[config.mk]
export PLATFORM = sky130hd
export DESIGN_NAME = mem_channel_controller
export DESIGN_NICKNAME = d
export VERILOG_FILES = /design/src/rtl/mem_ctrl_pkg.sv /design/src/rtl/rr_arbiter.sv /design/src/rtl/mem_channel_controller.sv
export SDC_FILE = /design/constraint.sdc
export NUM_CORES = 2
export LEC_CHECK = 0
export CORE_ASPECT_RATIO = 1.75
export CORE_MARGIN = 5
export CORE_UTILIZATION = 50
export DETAILED_ROUTE_END_ITERATION = 10
export PLACE_DENSITY = 0.76
export SYNTH_ARGS = -nofsm -noshare
export SYNTH_HDL_FRONTEND = slang
export SYNTH_HIERARCHICAL = 1
export SYNTH_SLANG_ARGS = --single-unit
[constraint.sdc]
create_clock -name clk -period 51.5 [get_ports clk]
set_input_delay 5.15 -clock clk [delete_from_list [all_inputs] [get_ports clk]]
set_output_delay 5.15 -clock clk [all_outputs]
set_load 0.03 [all_outputs]
[src/rtl/mem_ctrl_pkg.sv]
// Shared types and helpers for the memory channel controller.
// Channel state encoding plus an index-width helper used to size consumer pointers.
package mem_ctrl_pkg;

    typedef enum logic [2:0] {
        IDLE,
        READ_WAITING,
        WRITE_WAITING,
        READ_RELAYING,
        WRITE_RELAYING
    } chan_state_t;

    // Width of an index into n items; never zero so single-item configs still elaborate.
    function automatic int idx_bits(input int n);
        return (n > 1) ? $clog2(n) : 1;
    endfunction

endpackage

[src/rtl/rr_arbiter.sv]
// Combinational find-first-from-pointer arbiter.
// Returns the first requester at or after start (wrapping) that is not excluded.
module rr_arbiter #(
    parameter int N        = 8,
    parameter int IDX_BITS = 3
) (
    input  logic [N-1:0]        request,
    input  logic [IDX_BITS-1:0] start,
    input  logic [N-1:0]        exclude,
    output logic [IDX_BITS-1:0] grant,
    output logic                grant_valid
);

    logic [N-1:0] eligible;
    int           pos;

    assign eligible = request & ~exclude;

    always_comb begin
        grant       = '0;
        grant_valid = 1'b0;
        pos         = 0;
        for (int i = 0; i < N; i++) begin
            pos = int'(start) + i;
            if (pos >= N) begin
                pos = pos - N;
            end
            if (!grant_valid && eligible[pos[IDX_BITS-1:0]]) begin
                grant       = pos[IDX_BITS-1:0];
                grant_valid = 1'b1;
            end
        end
    end

endmodule

[src/rtl/mem_channel_controller.sv]
// Multiplexes dcache consumer read/write requests onto NUM_CHANNELS memory channels,
// one request per channel, with round-robin claiming so no consumer starves.
module mem_channel_controller
    import mem_ctrl_pkg::*;
#(
    parameter int ADDR_BITS     = 8,
    parameter int DATA_BITS     = 8,
    parameter int NUM_CONSUMERS = 8,
    parameter int NUM_CHANNELS  = 8,
    parameter int WRITE_ENABLE  = 1
) (
    input  logic                                    clk,
    input  logic                                    reset,
    input  logic [NUM_CONSUMERS-1:0]                consumer_read_valid,
    input  logic [NUM_CONSUMERS-1:0][ADDR_BITS-1:0] consumer_read_address,
    output logic [NUM_CONSUMERS-1:0]                consumer_read_ready,
    output logic [NUM_CONSUMERS-1:0][DATA_BITS-1:0] consumer_read_data,
    input  logic [NUM_CONSUMERS-1:0]                consumer_write_valid,
    input  logic [NUM_CONSUMERS-1:0][ADDR_BITS-1:0] consumer_write_address,
    input  logic [NUM_CONSUMERS-1:0][DATA_BITS-1:0] consumer_write_data,
    output logic [NUM_CONSUMERS-1:0]                consumer_write_ready,
    output logic [NUM_CHANNELS-1:0]                 mem_read_valid,
    output logic [NUM_CHANNELS-1:0][ADDR_BITS-1:0]  mem_read_address,
    input  logic [NUM_CHANNELS-1:0]                 mem_read_ready,
    input  logic [NUM_CHANNELS-1:0][DATA_BITS-1:0]  mem_read_data,
    output logic [NUM_CHANNELS-1:0]                 mem_write_valid,
    output logic [NUM_CHANNELS-1:0][ADDR_BITS-1:0]  mem_write_address,
    output logic [NUM_CHANNELS-1:0][DATA_BITS-1:0]  mem_write_data,
    input  logic [NUM_CHANNELS-1:0]                 mem_write_ready
);

    localparam int CONS_IDX_BITS = idx_bits(NUM_CONSUMERS);

    chan_state_t                              state      [NUM_CHANNELS];
    chan_state_t                              next_state [NUM_CHANNELS];
    logic [CONS_IDX_BITS-1:0]                 owner      [NUM_CHANNELS];
    logic [NUM_CONSUMERS-1:0]                 busy;
    logic [CONS_IDX_BITS-1:0]                 rr_ptr;
    logic [CONS_IDX_BITS-1:0]                 rr_next;
    logic [NUM_CONSUMERS-1:0]                 write_req;
    logic [NUM_CONSUMERS-1:0]                 pending;
    logic [NUM_CHANNELS-1:0]                  claim;
    logic [NUM_CHANNELS-1:0][CONS_IDX_BITS-1:0] grant;

    // With writes disabled a write-only consumer never becomes pending, so write outputs stay at reset.
    assign write_req = (WRITE_ENABLE != 0) ? consumer_write_valid : '0;
    assign pending   = (consumer_read_valid | write_req) & ~busy;

    // Each channel excludes every consumer claimed by lower-indexed channels this cycle.
    for (genvar k = 0; k < NUM_CHANNELS; k++) begin : g_chan
        logic [NUM_CONSUMERS-1:0] exclude;
        logic [NUM_CONSUMERS-1:0] taken;
        logic [CONS_IDX_BITS-1:0] grant_idx;
        logic                     grant_valid;
        logic                     claim_here;

        if (k == 0) begin : g_first
            assign exclude = '0;
        end else begin : g_next
            assign exclude = g_chan[k-1].taken;
        end

        rr_arbiter #(
            .N        (NUM_CONSUMERS),
            .IDX_BITS (CONS_IDX_BITS)
        ) u_arb (
            .request     (pending),
            .start       (rr_ptr),
            .exclude     (exclude),
            .grant       (grant_idx),
            .grant_valid (grant_valid)
        );

        assign claim_here = (state[k] == IDLE) && grant_valid;
        assign taken      = exclude | (claim_here ? (NUM_CONSUMERS'(1) << grant_idx) : '0);
        assign claim[k]   = claim_here;
        assign grant[k]   = grant_idx;
    end

    // The highest-indexed claiming channel took the last consumer in scan order.
    always_comb begin
        rr_next = rr_ptr;
        for (int k = 0; k < NUM_CHANNELS; k++) begin
            if (claim[k]) begin
                rr_next = (grant[k] == CONS_IDX_BITS'(NUM_CONSUMERS - 1)) ? '0 : grant[k] + 1'b1;
            end
        end
    end

    always_comb begin
        for (int k = 0; k < NUM_CHANNELS; k++) begin
            next_state[k] = state[k];
            case (state[k])
                IDLE:           if (claim[k]) next_state[k] = consumer_read_valid[grant[k]] ? READ_WAITING : WRITE_WAITING;
                READ_WAITING:   if (mem_read_ready[k]) next_state[k] = READ_RELAYING;
                WRITE_WAITING:  if (mem_write_ready[k]) next_state[k] = WRITE_RELAYING;
                READ_RELAYING:  if (!consumer_read_valid[owner[k]]) next_state[k] = IDLE;
                WRITE_RELAYING: if (!write_req[owner[k]]) next_state[k] = IDLE;
                default:        next_state[k] = IDLE;
            endcase
        end
    end

    always_ff @(posedge clk or posedge reset) begin
        if (reset) begin
            for (int k = 0; k < NUM_CHANNELS; k++) begin
                state[k] <= IDLE;
            end
        end else begin
            for (int k = 0; k < NUM_CHANNELS; k++) begin
                state[k] <= next_state[k];
            end
        end
    end

    // The mem_* address/data registers double as the latched request, so later consumer-side changes are ignored.
    always_ff @(posedge clk or posedge reset) begin
        if (reset) begin
            busy                 <= '0;
            rr_ptr               <= '0;
            consumer_read_ready  <= '0;
            consumer_read_data   <= '0;
            consumer_write_ready <= '0;
            mem_read_valid       <= '0;
            mem_read_address     <= '0;
            mem_write_valid      <= '0;
            mem_write_address    <= '0;
            mem_write_data       <= '0;
            for (int k = 0; k < NUM_CHANNELS; k++) begin
                owner[k] <= '0;
            end
        end else begin
            rr_ptr <= rr_next;
            for (int k = 0; k < NUM_CHANNELS; k++) begin
                case (state[k])
                    IDLE: begin
                        if (claim[k]) begin
                            owner[k]        <= grant[k];
                            busy[grant[k]]  <= 1'b1;
                            if (consumer_read_valid[grant[k]]) begin
                                mem_read_valid[k]   <= 1'b1;
                                mem_read_address[k] <= consumer_read_address[grant[k]];
                            end else begin
                                mem_write_valid[k]   <= 1'b1;
                                mem_write_address[k] <= consumer_write_address[grant[k]];
                                mem_write_data[k]    <= consumer_write_data[grant[k]];
                            end
                        end
                    end
                    READ_WAITING: begin
                        if (mem_read_ready[k]) begin
                            mem_read_valid[k]              <= 1'b0;
                            consumer_read_data[owner[k]]   <= mem_read_data[k];
                            consumer_read_ready[owner[k]]  <= 1'b1;
                        end
                    end
                    WRITE_WAITING: begin
                        if (mem_write_ready[k]) begin
                            mem_write_valid[k]             <= 1'b0;
                            consumer_write_ready[owner[k]] <= 1'b1;
                        end
                    end
                    READ_RELAYING: begin
                        if (!consumer_read_valid[owner[k]]) begin
                            consumer_read_ready[owner[k]] <= 1'b0;
                            busy[owner[k]]                <= 1'b0;
                        end
                    end
                    WRITE_RELAYING: begin
                        if (!write_req[owner[k]]) begin
                            consumer_write_ready[owner[k]] <= 1'b0;
                            busy[owner[k]]                 <= 1'b0;
                        end
                    end
                    default: ;
                endcase
            end
        end
    end

    // A consumer must keep its request up until it sees the matching ready.
    for (genvar k = 0; k < NUM_CHANNELS; k++) begin : g_check
        a_read_held: assert property (@(posedge clk) disable iff (reset)
            (state[k] == READ_WAITING) |-> consumer_read_valid[owner[k]]);
        a_write_held: assert property (@(posedge clk) disable iff (reset)
            (state[k] == WRITE_WAITING) |-> write_req[owner[k]]);
    end

endmodule

# Word-level counts from Yosys, hierarchy flattened
# Cells that the tools add are included.
# op_classes
add_sub_neg,23
n_bitwise,87
n_eq_ne,96
n_reduce_logical,209
order_cmp,48
n_shift,7
n_mux,655
# op_table
cell,count
$mux 64,16
$mux 8,95
$bmux 8 s3,24
$bwmux 64,8
$mux 3,128
$bmux 1 s3,88
$and 8x8->8,32
$pmux 8 s2,16
$or 8x8->8,31
$mux 1,216
$demux 8 s3,8
$pmux 8 s3,8
$not 8->8,16
$pmux 3 s5,8
$lt 3x4->1 const B,24
$ne 2x2->1 const B,48
$logic_and 1x1->1,80
$reduce_and 4->1,16
$logic_not 1->1,56
$shl 1x3->8 const A,7
$demux 1 s3,16
$eq 3x2->1 const B,16
$eq 3x3->1 const B,16
$ge 3x1->1 const B,16
other kinds (18),136
# totals
input_bits,290
word_cells,1193
reg_bits,347

# Longest topological paths before layout
# depth
depth_word,235
ltp_mapped,103

# Modules after synthesis
# The synthesis kept the hierarchy.
# modules_own_cells
module,area_each_um2,cells_each,n_inst
mem_channel_controller,34738.3,3616,1
rr_arbiter (g_chan[0].u_arb ...),1039.7,134,4
rr_arbiter (g_chan[3].u_arb ...),978.4,118,4

# Worst setup path after synthesis
# Ideal clock, no wire load.
# synth_path
kind,input -> register
startpoint,input consumer_write_valid[0]
endpoint,register mem_read_valid[7]
n_path_buf,17
setup_time_ns,0.118
arrival_time_ns,28.585
slack_ns,22.797
cell_stages,100
cell_sequence,clkbuf_1 -> nor2_1 -> nor2_1 -> nor2b_1 -> mux2_4 -> mux4_2 -> or4b_4 -> or2_1 -> o22ai_1 -> clkinv_1 -> clkbuf_1 -> ha_1 -> and2_1 -> nor2b_1 -> mux2i_1 -> mux4_2 -> or4b_4 -> or2_1 -> [64 not listed] -> clkbuf_1 -> clkbuf_1 -> ha_1 -> a21o_1 -> nor2b_1 -> mux2_4 -> mux4_2 -> or4b_4 -> or2_1 -> nor2_1 -> or3_1 -> clkbuf_1 -> mux4_1 -> mux2_2 -> and2_1 -> clkbuf_1 -> clkbuf_1 -> a21o_1
# synth_between
elab_chain_len,232
word_cells_on_any_way,417
classes_between,eq/ne (2); shift (7); mux (265); bitwise (22); reduce/logical (121)
# synth_rtl
element,line,source
"start, declared",mem_channel_controller.sv:18,"input logic [NUM_CONSUMERS-1:0] consumer_write_valid,"
$or 8x8->8 *,mem_channel_controller.sv:47,assign pending = (consumer_read_valid | write_req) & ~busy;
$and 8x8->8 *,mem_channel_controller.sv:47,
named net pending[0],mem_channel_controller.sv:41,logic [NUM_CONSUMERS-1:0] pending;
$bmux 1 s3,rr_arbiter.sv:28,if (!grant_valid && eligible[pos[IDX_BITS-1:0]]) begin
$mux 1 (implied by the code),rr_arbiter.sv:28,
$mux 1,rr_arbiter.sv:28,
$logic_not 1->1,rr_arbiter.sv:28,
$logic_and 1x1->1,rr_arbiter.sv:28,
[19 not listed],--,
named net g_chan[0].grant_idx[2],mem_channel_controller.sv:53,logic [CONS_IDX_BITS-1:0] grant_idx;
[2 not listed],--,
named net g_chan[0].taken[3],mem_channel_controller.sv:52,logic [NUM_CONSUMERS-1:0] taken;
[26 not listed],--,
named net g_chan[1].grant_idx[1],mem_channel_controller.sv:53,
[3 not listed],--,
named net g_chan[1].taken[0],mem_channel_controller.sv:52,
[26 not listed],--,
named net g_chan[2].grant_idx[1],mem_channel_controller.sv:53,
[3 not listed],--,
named net g_chan[2].taken[5],mem_channel_controller.sv:52,
[26 not listed],--,
named net g_chan[3].grant_idx[2],mem_channel_controller.sv:53,
[3 not listed],--,
named net g_chan[3].taken[3],mem_channel_controller.sv:52,
[26 not listed],--,
named net g_chan[4].grant_idx[1],mem_channel_controller.sv:53,
[3 not listed],--,
named net g_chan[4].taken[1],mem_channel_controller.sv:52,
[26 not listed],--,
named net g_chan[5].grant_idx[2],mem_channel_controller.sv:53,
[3 not listed],--,
named net g_chan[5].taken[4],mem_channel_controller.sv:52,
[26 not listed],--,
named net g_chan[6].grant_idx[1],mem_channel_controller.sv:53,
[3 not listed],--,
named net g_chan[6].taken[0],mem_channel_controller.sv:52,
[23 not listed],--,
$logic_not 1->1,rr_arbiter.sv:28,
$logic_and 1x1->1,rr_arbiter.sv:28,
$mux 3 *,rr_arbiter.sv:28,
named net g_chan[7].grant_idx[1],mem_channel_controller.sv:53,
$bmux 1 s3 *,mem_channel_controller.sv:140,if (consumer_read_valid[grant[k]]) begin
$mux 1 (implied by the code) *,mem_channel_controller.sv:140,
$ne 2x1->1 (no line) *,--,
$reduce_and 4->1 (no line) *,--,
"end signal, assigned",mem_channel_controller.sv:124,mem_read_valid <= '0;
"end signal, assigned by index",mem_channel_controller.sv:141,mem_read_valid[k] <= 1'b1;
"end signal, assigned by index",mem_channel_controller.sv:152,mem_read_valid[k] <= 1'b0;
"end, declared",mem_channel_controller.sv:22,"output logic [NUM_CHANNELS-1:0] mem_read_valid,"
# The timed path passes the listed nets; every way through them passes the cells marked *. The select of a mux whose other input is x is not followed.
# A chain may end at the register's enable or synchronous reset.

# Worst setup path after layout
# layout_path
startpoint,input consumer_read_valid[2]
endpoint,register rr_ptr[2]
# layout_between
word_cells_on_any_way,445
classes_between,add/sub (8); eq/ne (8); shift (7); mux (279); bitwise (22); reduce/logical (121)
# layout_lines
element,line,source
"start, declared",mem_channel_controller.sv:14,"input logic [NUM_CONSUMERS-1:0] consumer_read_valid,"
$or 8x8->8 *,mem_channel_controller.sv:47,
$and 8x8->8 *,mem_channel_controller.sv:47,
named net pending[2],mem_channel_controller.sv:41,
$bmux 1 s3,rr_arbiter.sv:28,
$mux 1 (implied by the code),rr_arbiter.sv:28,
$mux 1,rr_arbiter.sv:28,
$logic_not 1->1,rr_arbiter.sv:28,
$logic_and 1x1->1,rr_arbiter.sv:28,
[19 not listed],--,
named net g_chan[0].grant_idx[1],mem_channel_controller.sv:53,
[2 not listed],--,
named net g_chan[0].taken[0],mem_channel_controller.sv:52,
[26 not listed],--,
named net g_chan[1].grant_idx[2],mem_channel_controller.sv:53,
[3 not listed],--,
named net g_chan[1].taken[6],mem_channel_controller.sv:52,
[26 not listed],--,
named net g_chan[2].grant_idx[0],mem_channel_controller.sv:53,
[3 not listed],--,
named net g_chan[2].taken[6],mem_channel_controller.sv:52,
[26 not listed],--,
named net g_chan[3].grant_idx[1],mem_channel_controller.sv:53,
[3 not listed],--,
named net g_chan[3].taken[5],mem_channel_controller.sv:52,
[26 not listed],--,
named net g_chan[4].grant_idx[2],mem_channel_controller.sv:53,
[3 not listed],--,
named net g_chan[4].taken[4],mem_channel_controller.sv:52,
[26 not listed],--,
named net g_chan[5].grant_idx[1],mem_channel_controller.sv:53,
[3 not listed],--,
named net g_chan[5].taken[1],mem_channel_controller.sv:52,
[26 not listed],--,
named net g_chan[6].grant_idx[0],mem_channel_controller.sv:53,
[3 not listed],--,
named net g_chan[6].taken[7],mem_channel_controller.sv:52,
[21 not listed],--,
$logic_and 1x1->1,rr_arbiter.sv:28,
$mux 1,rr_arbiter.sv:28,
$logic_not 1->1,rr_arbiter.sv:28,
$logic_and 1x1->1,rr_arbiter.sv:28,
$mux 1 *,rr_arbiter.sv:28,
named net g_chan[7].grant_valid,mem_channel_controller.sv:54,logic grant_valid;
$logic_and 1x1->1 *,mem_channel_controller.sv:74,assign claim_here = (state[k] == IDLE) && grant_valid;
$reduce_bool 8->1 (no line) or $mux 3 (tied branches),--,
"end signal, assigned",mem_channel_controller.sv:133,rr_ptr <= rr_next;
"end, declared",mem_channel_controller.sv:38,logic [CONS_IDX_BITS-1:0] rr_ptr;
# Marked as above.

==> metrics.md <==
| Metric | Value |
|---|---|
| DRT Pass-1 Iters | 11 |
| DR vias | 47,000 |
| Die Y | 397 µm |
| P&R area growth vs syn | 18.0% |
| Initial core utilization | 50.2% |
| Clock slew at reported path FFs | 0.07 ns |
| Top_reg_cell synth | dfrtp_1 |
| WL per Instance | 36.7 µm |
| Top cells by count, synth | 608 x nand2_1, 457 x mux4_2, 422 x nor2_1, 347 x dfrtp_1, 315 x mux2i_1 |
| Final Wtd Congestion | 1.15 |
| Total core area | 85,300 µm² |
| Mapped cell area | 42,800 µm² |
| CTS buffer count | 40 |
| Pre-CTS worst setup slack | 18.23 ns |
| Yosys cell types | 115 |
| IO buf count | 577 |
| Cell family with most CP delay | simple AND/OR/NAND/NOR gates |
| Placed cell count | 5,968 |
| Simple-gate share of the synthesized area | 17.0% |
| Syn avg cell area | 9.26 µm² |
| Clk_lat worst skew | 0.65 ns |
| Bufs on Longest Clock Path | 3 |
| Worst slew pin tran | 1.57 ns |
| Largest net degree at the start of global routing | 128 |
| Xor/xnor share of the synthesized area | 0.479% |
| Dpl hpwl | 161,000 µm |
| Top-area cell type share of the netlist area | 24.0% |
| Drt total wl | 223,000 µm |
| Postcts setup bufs | 0 |
| Synthesis Warnings | 6 |
| Post-synthesis compound-gate area fraction | 20.4% |
| Final Net Count | 5,286 |
| Post-route ant nets | 0 |
| EDFF count, synth | 0 |
| Flop and latch count out of synthesis | 347 |
| Total gr overflow | 0 |
| Clock Skew | 0.0600 ns |
| Setup crit start kind | primary input |
| Setup TNS | 0 ns |
| Layout cells sized above 1 | 17.3% |
| Cts hold-fix bufs | 0 |
| Initial antenna violation count | 43 |
| Setup CP Type | in2reg |
| Post-cts sizing count | 0 |
| Arrival @ worst endpoint | 34.32 ns |
| Top post-synthesis cells by area | mux4_2 24%, dfrtp_1 20%, mux2i_1 7.4%, nand2_1 5.3%, nor2_1 3.7% |
| Worst path slowest cell | nor2_1 |
| RSZ-0062 raised after global routing | no |
| Outcome | finished, violations left |
| Hold Fails Final Rpt | 0 |
| DRT iter0 DRCs | 7,083 |
| Cell mode on critical path | buf_4 |
| Root buffer cell | clkbuf_16 |
| Slew margin rel. | -5.39% |
| Top-count cell post-synth | nand2_1 |
| Critical path fanouts, max | 55 |
| Post-synthesis instance total | 4,624 |
| MaxCap Viol Count | 2 |
| Setup violators final | 0 |
| Period utilisation layout | 65.5% |
| Crit end category | flop |
| Async S/R FF share, synth | 100% |
| Tot GR Track Use | 47.6% |
| # DRC | 0 |
| # rows | 142 |
| Post-synthesis sequential area ratio | 20.3% |
| Mux cell area share after synthesis | 34.5% |
| Max-slew violation count | 34 |
| Failing checks | capacitance limit, slew limit |
| Main combinational cell family by area after synthesis | multiplexers |
| CTS tree | built |
| First-pass GRT wire length | 322,000 µm |
| Htree depth | 2 |
| Fmax | 29.6 MHz |
| Die footprint | 91,800 µm² |
| Min cycle time layout | 33.74 ns |
| Buffers & Inverters on Critical Path | 13 |
| Vias per inst | 7.73 |
| Hold Crit Class | reg2reg |
| Die W | 231 µm |
| Area leader, netlist | mux4_2 |
| WP data required | 52.07 ns |
| Slowest stage delay, CP | 1.03 ns |
| IO Pins | 578 |
| Adder-Cell Fraction of Synth Area | 1.75% |
| PnR worst setup slack | 17.76 ns |
| Non-filler cells, final | 6,081 |
| Vias in the first global route | 45,600 |
| Clock Sinks | 347 |
[kinds of logic (layout without fill, tap and decap cells)]
family,count (synthesis),after routing
simple gates,1520,1520
compound gates,1303,1303
mux,858,858
buf+inv,515,842
flops,347,347
fa+ha+maj,60,60
xor+xnor,20,20
other cells,1,51
[cell type report]
class	instances	area, µm²
Fill cell	7329	34800
Multi-Input combinational cell	3777	32100
Sequential cell	347	8690
Timing Repair Buffer	682	6590
Tap cell	1080	1350
Clock buffer	58	1190
Inverter	88	378
Clock inverter	14	170
Antenna cell	35	87.6
[routing by layer]
metal  wire length [µm]  share of wire, %  global-route usage, %
met1              63100                28                   47.4
met5                306              0.14                   3.13
met2              98200                44                   72.7
met3              30500                14                   19.8
met4              31100                14                   47.1
[cells in the final DEF (no fill, tap or decap), types with 17 or more instances in the layout]
cell / synthesis / routed
a211oi_1: 94 / 94
a21o_1: 47 / 47
a21oi_1: 248 / 248
a221o_1: 18 / 18
a221oi_1: 38 / 38
a22o_1: 18 / 18
a31oi_1: 96 / 92
and2_1: 47 / 47
and3_1: 23 / 23
buf_4: 14 / 99
clkbuf_16: 0 / 41
clkdlybuf4s50_1: 0 / 577
dfrtp_1: 347 / 344
diode_2: 0 / 35
ha_1: 60 / 60
inv_1: 66 / 62
mux2_2: 44 / 44
mux2_4: 20 / 20
mux2i_1: 315 / 314
mux4_1: 17 / 17
mux4_2: 457 / 457
nand2_1: 608 / 608
nand2b_1: 54 / 54
nand3_1: 54 / 54
nand3b_1: 30 / 30
nand4_1: 17 / 17
nor2_1: 422 / 421
nor2b_1: 85 / 83
nor3_1: 37 / 35
nor3b_1: 35 / 35
o211ai_1: 60 / 60
o21a_1: 17 / 17
o21ai_0: 290 / 287
o221a_2: 49 / 49
o22ai_1: 129 / 124
o32ai_1: 21 / 21
[flip-flops by register name, summed over array words and instances, names as in the netlist]
register / flops
mem_write_valid: 8
consumer_read_ready: 8
mem_read_address: 64
mem_write_address: 64
state: 24
consumer_read_data: 64
consumer_write_ready: 8
rr_ptr: 3
mem_write_data: 64
owner: 24
busy: 8
mem_read_valid: 8
[final timing paths]
check / endpoint / slack (ns) / cells after the start / startpoint
setup reg to reg: rr_ptr[2] / 22.51 / 89 / rr_ptr[1]
setup / recovery: rr_ptr[2] / 17.76 / 89 / consumer_read_valid[2]
max in group asynchronous: mem_write_data[16] / 43.71 / 5 / reset
hold / removal: mem_write_address[17] / 0.49 / 2 / mem_write_address[17]
min in group asynchronous: mem_write_valid[0] / 5.03 / 2 / reset
hold reg to reg: mem_write_address[17] / 0.49 / 2 / mem_write_address[17]
[metrics by stage]
stage | area (µm²) | utilization, % | hold WS (ns)
after detailed placement | 49000 | 57.5 | 0.473
after CTS | 50400 | 59.1 | 0.488
after floorplan | 42900 | - | 0.491
final | 50500 | 59.2 | 0.485
after global placement | 49000 | 57.5 | 0.462
after global routing | 50500 | 59.2 | 0.508
[tightest hold or removal path, delay by kind of cell (launching register included)]
family / cells / cell delay [ns]
AO/OA/AOI/OAI: 1 / 0.06
flip-flops: 1 / 0.35
AND/OR/NAND/NOR: 1 / 0.04
Power is not shown: default switching activity piles up to over one toggle a cycle in this logic, so the estimate is an artifact.
